<file path="config.mk">
export PLATFORM = sky130hd
export DESIGN_NAME = sonic_echo_emulator
export DESIGN_NICKNAME = d
export VERILOG_FILES = /design/src/rtl/sonic_echo_emulator.sv
export SDC_FILE = /design/constraint.sdc
export NUM_CORES = 1
export LEC_CHECK = 0
export ABC_AREA = 0
export ABC_CLOCK_PERIOD_IN_PS = 5600
export BUFFER_PORTS_ARGS = -buffer_cell sky130_fd_sc_hd__buf_2
export CORE_MARGIN = 4
export CORE_UTILIZATION = 55
export CTS_BUF_LIST = sky130_fd_sc_hd__clkbuf_8
export CTS_CLUSTER_SIZE = 40
export DETAILED_ROUTE_END_ITERATION = 6
export GPL_ROUTABILITY_DRIVEN = 0
export PLACE_DENSITY_LB_ADDON = 0.2
export SLEW_MARGIN = 20
export SYNTH_ARGS = -nofsm -noshare
export SYNTH_HDL_FRONTEND = slang
export SYNTH_SLANG_ARGS = --single-unit
</file>
<file path="constraint.sdc">
create_clock -name clk -period 5.6 [get_ports clk]
set_input_delay 0.28 -clock clk [delete_from_list [all_inputs] [get_ports clk]]
set_output_delay 0.28 -clock clk [all_outputs]
set_load 0.01 [all_outputs]
</file>
<file path="src/rtl/sonic_echo_emulator.sv">
// Purpose: HC-SR04 ultrasonic sensor emulator. It answers a trigger pulse with an echo
//          pulse whose width encodes distance_cm (clamped), or a timeout width.
// Latency: echo rises DELAY_US*CLK_PER_US+2 clk after the first clk that samples trig low.
// Backpressure: none. Triggers while busy are ignored. Short triggers are rejected with trig_err.
// Ports:   clk, rst (async active-high); trig (async in); distance_cm[8:0] and no_object
//          (sampled at trigger acceptance); echo, busy, trig_err (all registered outputs).
module sonic_echo_emulator #(
    parameter int CLK_PER_US  = 100,
    parameter int MIN_TRIG_US = 10,
    parameter int DELAY_US    = 500,
    parameter int US_PER_CM   = 58,
    parameter int MIN_CM      = 2,
    parameter int MAX_CM      = 400,
    parameter int TIMEOUT_US  = 38000,
    parameter int HOLDOFF_US  = 10000
) (
    input  logic       clk,
    input  logic       rst,
    input  logic       trig,
    input  logic [8:0] distance_cm,
    input  logic       no_object,
    output logic       echo,
    output logic       busy,
    output logic       trig_err
);

    typedef enum logic [2:0] {
        S_IDLE    = 3'd0,
        S_TRIG_HI = 3'd1,
        S_DELAY   = 3'd2,
        S_ECHO    = 3'd3,
        S_HOLDOFF = 3'd4
    } state_t;

    localparam int              PSC_W      = (CLK_PER_US > 1) ? $clog2(CLK_PER_US) : 1;
    localparam logic [PSC_W-1:0] PSC_MAX   = PSC_W'(CLK_PER_US - 1);
    localparam logic [15:0]     TRIG_MIN   = 16'(MIN_TRIG_US * CLK_PER_US);
    localparam logic [15:0]     DELAY_LAST = 16'(DELAY_US - 1);
    localparam logic [15:0]     HOLD_LAST  = 16'(HOLDOFF_US - 1);
    localparam logic [15:0]     TIMEOUT_V  = 16'(TIMEOUT_US);
    localparam logic [15:0]     US_CM_V    = 16'(US_PER_CM);
    localparam logic [8:0]      MIN_CM_V   = 9'(MIN_CM);
    localparam logic [8:0]      MAX_CM_V   = 9'(MAX_CM);

    state_t           state_q, state_d;
    logic             trig_s1_q, trig_s1_d;
    logic             ts_q, ts_d;
    logic             ts_dly_q, ts_dly_d;     // delayed copy of ts for edge detection
    logic [15:0]      hi_cnt_q, hi_cnt_d;
    logic [PSC_W-1:0] psc_q, psc_d;
    logic [15:0]      us_q, us_d;
    logic [15:0]      echo_us_q, echo_us_d;
    logic             echo_q, echo_d;
    logic             busy_q, busy_d;
    logic             trig_err_q, trig_err_d;

    logic             tick;
    logic [8:0]       dist_eff;
    logic [15:0]      meas_us;

    // Echo width for the current inputs; only captured on the TRIG_HI->DELAY edge.
    always_comb begin
        dist_eff = (distance_cm < MIN_CM_V) ? MIN_CM_V : distance_cm;
        if (no_object || (distance_cm > MAX_CM_V)) begin
            meas_us = TIMEOUT_V;
        end else begin
            meas_us = 16'({7'd0, dist_eff} * US_CM_V);
        end
    end

    always_comb begin
        trig_s1_d  = trig;
        ts_d       = trig_s1_q;
        ts_dly_d   = ts_q;
        state_d    = state_q;
        hi_cnt_d   = hi_cnt_q;
        echo_us_d  = echo_us_q;
        trig_err_d = 1'b0;

        tick = (psc_q == PSC_MAX);
        psc_d = tick ? '0 : psc_q + 1'b1;
        us_d  = tick ? us_q + 16'd1 : us_q;

        unique case (state_q)
            S_IDLE: begin
                // Rising edge only, so a trig still high on entry is ignored.
                if (ts_q && !ts_dly_q) begin
                    state_d  = S_TRIG_HI;
                    hi_cnt_d = 16'd1;
                end
            end
            S_TRIG_HI: begin
                if (ts_q) begin
                    if (hi_cnt_q != 16'hFFFF) hi_cnt_d = hi_cnt_q + 16'd1;
                end else if (hi_cnt_q >= TRIG_MIN) begin
                    state_d   = S_DELAY;
                    echo_us_d = meas_us;
                end else begin
                    state_d    = S_IDLE;
                    trig_err_d = 1'b1;
                end
            end
            S_DELAY: begin
                if (tick && (us_q == DELAY_LAST)) state_d = S_ECHO;
            end
            S_ECHO: begin
                if (tick && (us_q == echo_us_q - 16'd1)) state_d = S_HOLDOFF;
            end
            S_HOLDOFF: begin
                if (tick && (us_q == HOLD_LAST)) state_d = S_IDLE;
            end
            default: state_d = S_IDLE;
        endcase

        // Timebase restarts on every transition so timed states are whole microseconds.
        if ((state_d != state_q) || (state_q == S_IDLE) || (state_q == S_TRIG_HI)) begin
            psc_d = '0;
            us_d  = 16'd0;
        end

        echo_d = (state_d == S_ECHO);
        busy_d = (state_d == S_DELAY) || (state_d == S_ECHO) || (state_d == S_HOLDOFF);
    end

    always_ff @(posedge clk or posedge rst) begin
        if (rst) begin
            state_q    <= S_IDLE;
            trig_s1_q  <= 1'b0;
            ts_q       <= 1'b0;
            ts_dly_q   <= 1'b0;
            hi_cnt_q   <= 16'd0;
            psc_q      <= '0;
            us_q       <= 16'd0;
            echo_us_q  <= 16'd0;
            echo_q     <= 1'b0;
            busy_q     <= 1'b0;
            trig_err_q <= 1'b0;
        end else begin
            state_q    <= state_d;
            trig_s1_q  <= trig_s1_d;
            ts_q       <= ts_d;
            ts_dly_q   <= ts_dly_d;
            hi_cnt_q   <= hi_cnt_d;
            psc_q      <= psc_d;
            us_q       <= us_d;
            echo_us_q  <= echo_us_d;
            echo_q     <= echo_d;
            busy_q     <= busy_d;
            trig_err_q <= trig_err_d;
        end
    end

    assign echo     = echo_q;
    assign busy     = busy_q;
    assign trig_err = trig_err_q;

endmodule

</file>
==> impl_metrics.json <==
{
  "ff2ff_setup_slack_ns": 2.48,
  "setup_viol": 0,
  "clock_tree.htree_level_count": 3,
  "timing.max_cap.violations": 0,
  "max-clock-path-buffers": 2,
  "grt_setup_unrepaired": "no",
  "cts.root.buffer_cell": "sky130_fd_sc_hd__clkbuf_8",
  "dr_total_vias": 3656,
  "cp_num_buf_inv": 3,
  "cts.reportedPaths.clkPinSlew_ns": 0.07,
  "global_route_wire_length_before_repair_um": 16980,
  "buffer_ports.inserted": 15,
  "final_slew_violations": 0,
  "globalRouteOverflowTotal": 0,
  "synthesis.nets": 572,
  "timing.hold.ws_ns": 0.02405,
  "cp_top_family": "adder cells",
  "crit_path_max_fanout": 9,
  "grt_max_degree": 34,
  "dpl.hpwl_um": 7558,
  "wl_um": 9989,
  "floorplan.rows": 33,
  "design.die.area_sq_um": 10130,
  "final_net_count": 581,
  "post-route-drc-count": 0,
  "cpPeakStageDelay_ns": 0.48,
  "max-slew-margin-rel": 0.2590,
  "drt_pass1_iterations": 4,
  "drtAntennaViolNets": 0,
  "setup.worst_path.end_class": "flop",
  "peakVddDrop_mv": 0.1519,
  "most-common-layout-cells": "sky130_fd_sc_hd__dfrtp_1, sky130_fd_sc_hd__nor2_1, sky130_fd_sc_hd__nand2_1, sky130_fd_sc_hd__xnor2_1, sky130_fd_sc_hd__inv_1",
  "fin_crit_sh": 0.8616,
  "fillCellCount": 743,
  "crit_slowest_cell": "sky130_fd_sc_hd__fa_1",
  "synth.ff_latch_count": 63,
  "ys.flop_type": "sky130_fd_sc_hd__dfrtp_1",
  "first_global_vias": 3546,
  "effective_utilization_at_floorplan": 0.5690,
  "finish.instance_area_sq_um": 5006,
  "post_cts.repair.setup_buffers": 0,
  "place_ws_ns": 0.4496,
  "power_per_cell_area_nw_per_um2": 271.1,
  "cts-buffers-inserted": 9,
  "dp_cells": 615,
  "critical_path.cell_chain": "buf_2 -> or2_2 -> or4_1 -> o21ai_0 -> nand2_1 -> nand2b_1 -> inv_1 -> fa_1 -> inv_1 -> ha_1 -> fa_1 -> ha_1 -> a21o_1 -> a2111oi_1 -> nor3_1 -> a2111oi_0 -> xnor2_1 -> a22o_1",
  "number_of_library_cell_types_mapped_by_synthesis": 63,
  "stdcell_count": 631,
  "cp.required_ns": 5.83,
  "fin_total_pwr_mw": 1.357,
  "path_class": "input pin to flop",
  "cts_hold_buffers": 0,
  "antenna_violations_before_repair": 0,
  "synth_enable_flop_cells": 0,
  "async_reset_ff_frac": 1.000,
  "areaGrowthSynthToFinish_pct": 6.015,
  "vias_per_cell": 5.794,
  "worst_slew_pin_slew_ns": 1.103,
  "postLayoutSetupSlackWorst_ns": 0.7750,
  "status": "finished clean",
  "globalRouteTotalUtil": 0.2081,
  "postPlaceCellArea_sq_um": 4830,
  "achievable-frequency_ghz": 0.2073,
  "tns_ns": 0,
  "insertion_delay_ns": 0.35,
  "post-route-util": 0.6032,
  "p_leak_nw": 2.302,
  "die_height_um": 100.7,
  "post_route_cells_drive_above_1_share": 0.09696,
  "die_width_um": 100.7,
  "worst_ep_arrival_time_ns": 5.06,
  "crit_path_start_kind": "input pin",
  "synth_seq_area_share": 0.3339,
  "final_hold_viol_count": 0,
  "post_synth_instance_area_sq_um": 4722,
  "post_synth_inst_count": 512,
  "classification_of_the_worst_slack_hold_path": "input pin to asynchronous set/reset pin",
  "post_cts.resized_instances": 0,
  "dr.first_iter.drc_count": 165,
  "period_needed_ns": 4.825,
  "core-area_sq_um": 8299,
  "wire_per_inst_um": 15.83,
  "clock_tree_from_tritoncts": "done",
  "final.setup_skew_ns": 0.01087,
  "floorplan.io_pins": 16,
  "antenna-diode-count": 0,
  "synthesis.area_per_instance_sq_um": 9.223,
  "clock_sink_count": 63,
  "mostFrequentLayoutCell": "sky130_fd_sc_hd__dfrtp_1",
  "synth-warning-count": 0
}
## power breakdown
group	internal [mW]	switching [mW]	leakage [nW]
sequential	0.492	0.0640	0.837
combinational	0.206	0.237	1.37
clock	0.180	0.178	0.0977
## cells in the mapped netlist, types with 12 or more instances
master / n / area, sq um
sky130_fd_sc_hd__nor3_1: 15 / 75.07
sky130_fd_sc_hd__xnor2_1: 37 / 324.1
sky130_fd_sc_hd__a21oi_1: 15 / 75.07
sky130_fd_sc_hd__inv_1: 35 / 131.4
sky130_fd_sc_hd__nand2_1: 42 / 157.7
sky130_fd_sc_hd__nand3_1: 20 / 100.1
sky130_fd_sc_hd__fa_1: 12 / 240.2
sky130_fd_sc_hd__dfrtp_1: 63 / 1577
sky130_fd_sc_hd__ha_1: 35 / 437.9
sky130_fd_sc_hd__xor2_1: 26 / 227.7
sky130_fd_sc_hd__nor2_1: 52 / 195.2
## state kept, by name (all words and copies together), names as in the netlist
name / count
hi_cnt_q: 16
ts_dly_q: 1
psc_q: 7
echo: 1
trig_s1_q: 1
busy: 1
state_q: 3
trig_err: 1
us_q: 16
ts_dly_d: 1
echo_us_q: 15
## final timing paths
kind                           startpoint       endpoint  cells past startpoint
hold reg to reg                 trig_s1_q       ts_dly_d                      0
hold / removal                        rst   hi_cnt_q[15]                      2
min in group clk                     trig      trig_s1_q                      1
setup / recovery           distance_cm[6]  echo_us_q[13]                     18
max in group asynchronous             rst     state_q[1]                      3
setup reg to reg                 psc_q[2]     state_q[1]                      7
## metal layers
| layer | vias up | track usage | wire length, um |
|---|---|---|---|
| li1 | 1812 | - | - |
| met1 | 1756 | 0.2663 | 4542 |
| met2 | 75 | 0.3595 | 4918 |
| met3 | 13 | 0.03737 | 363 |
| met4 | 0 | 0.05907 | 164 |
| met5 | - | 0 | 0 |
## area by class of cell
type	instances	area (sq um)	share of cell area
Clock buffer	11	151.4	0.03024
Clock inverter	5	25.02	0.004999
Inverter	35	131.4	0.02624
Multi-Input combinational cell	395	2900	0.5794
Sequential cell	63	1577	0.3149
Tap cell	105	131.4	0.02624
Timing Repair Buffer	17	90.09	0.01800
## cell families after synthesis
| kind of cell | Yosys count | share of synthesized area |
|---|---|---|
| AOI/OAI and AO/OA | 75 | 0.1129 |
| and+or+nand+nor | 209 | 0.2387 |
| adders and majority gates | 47 | 0.1436 |
| buffers and inverters | 54 | 0.05193 |
| DFF | 63 | 0.3339 |
| xor gates and xnor gates | 63 | 0.1169 |
| muxes | 1 | 0.002120 |
Note: power is estimated with default switching activity, not from simulation.
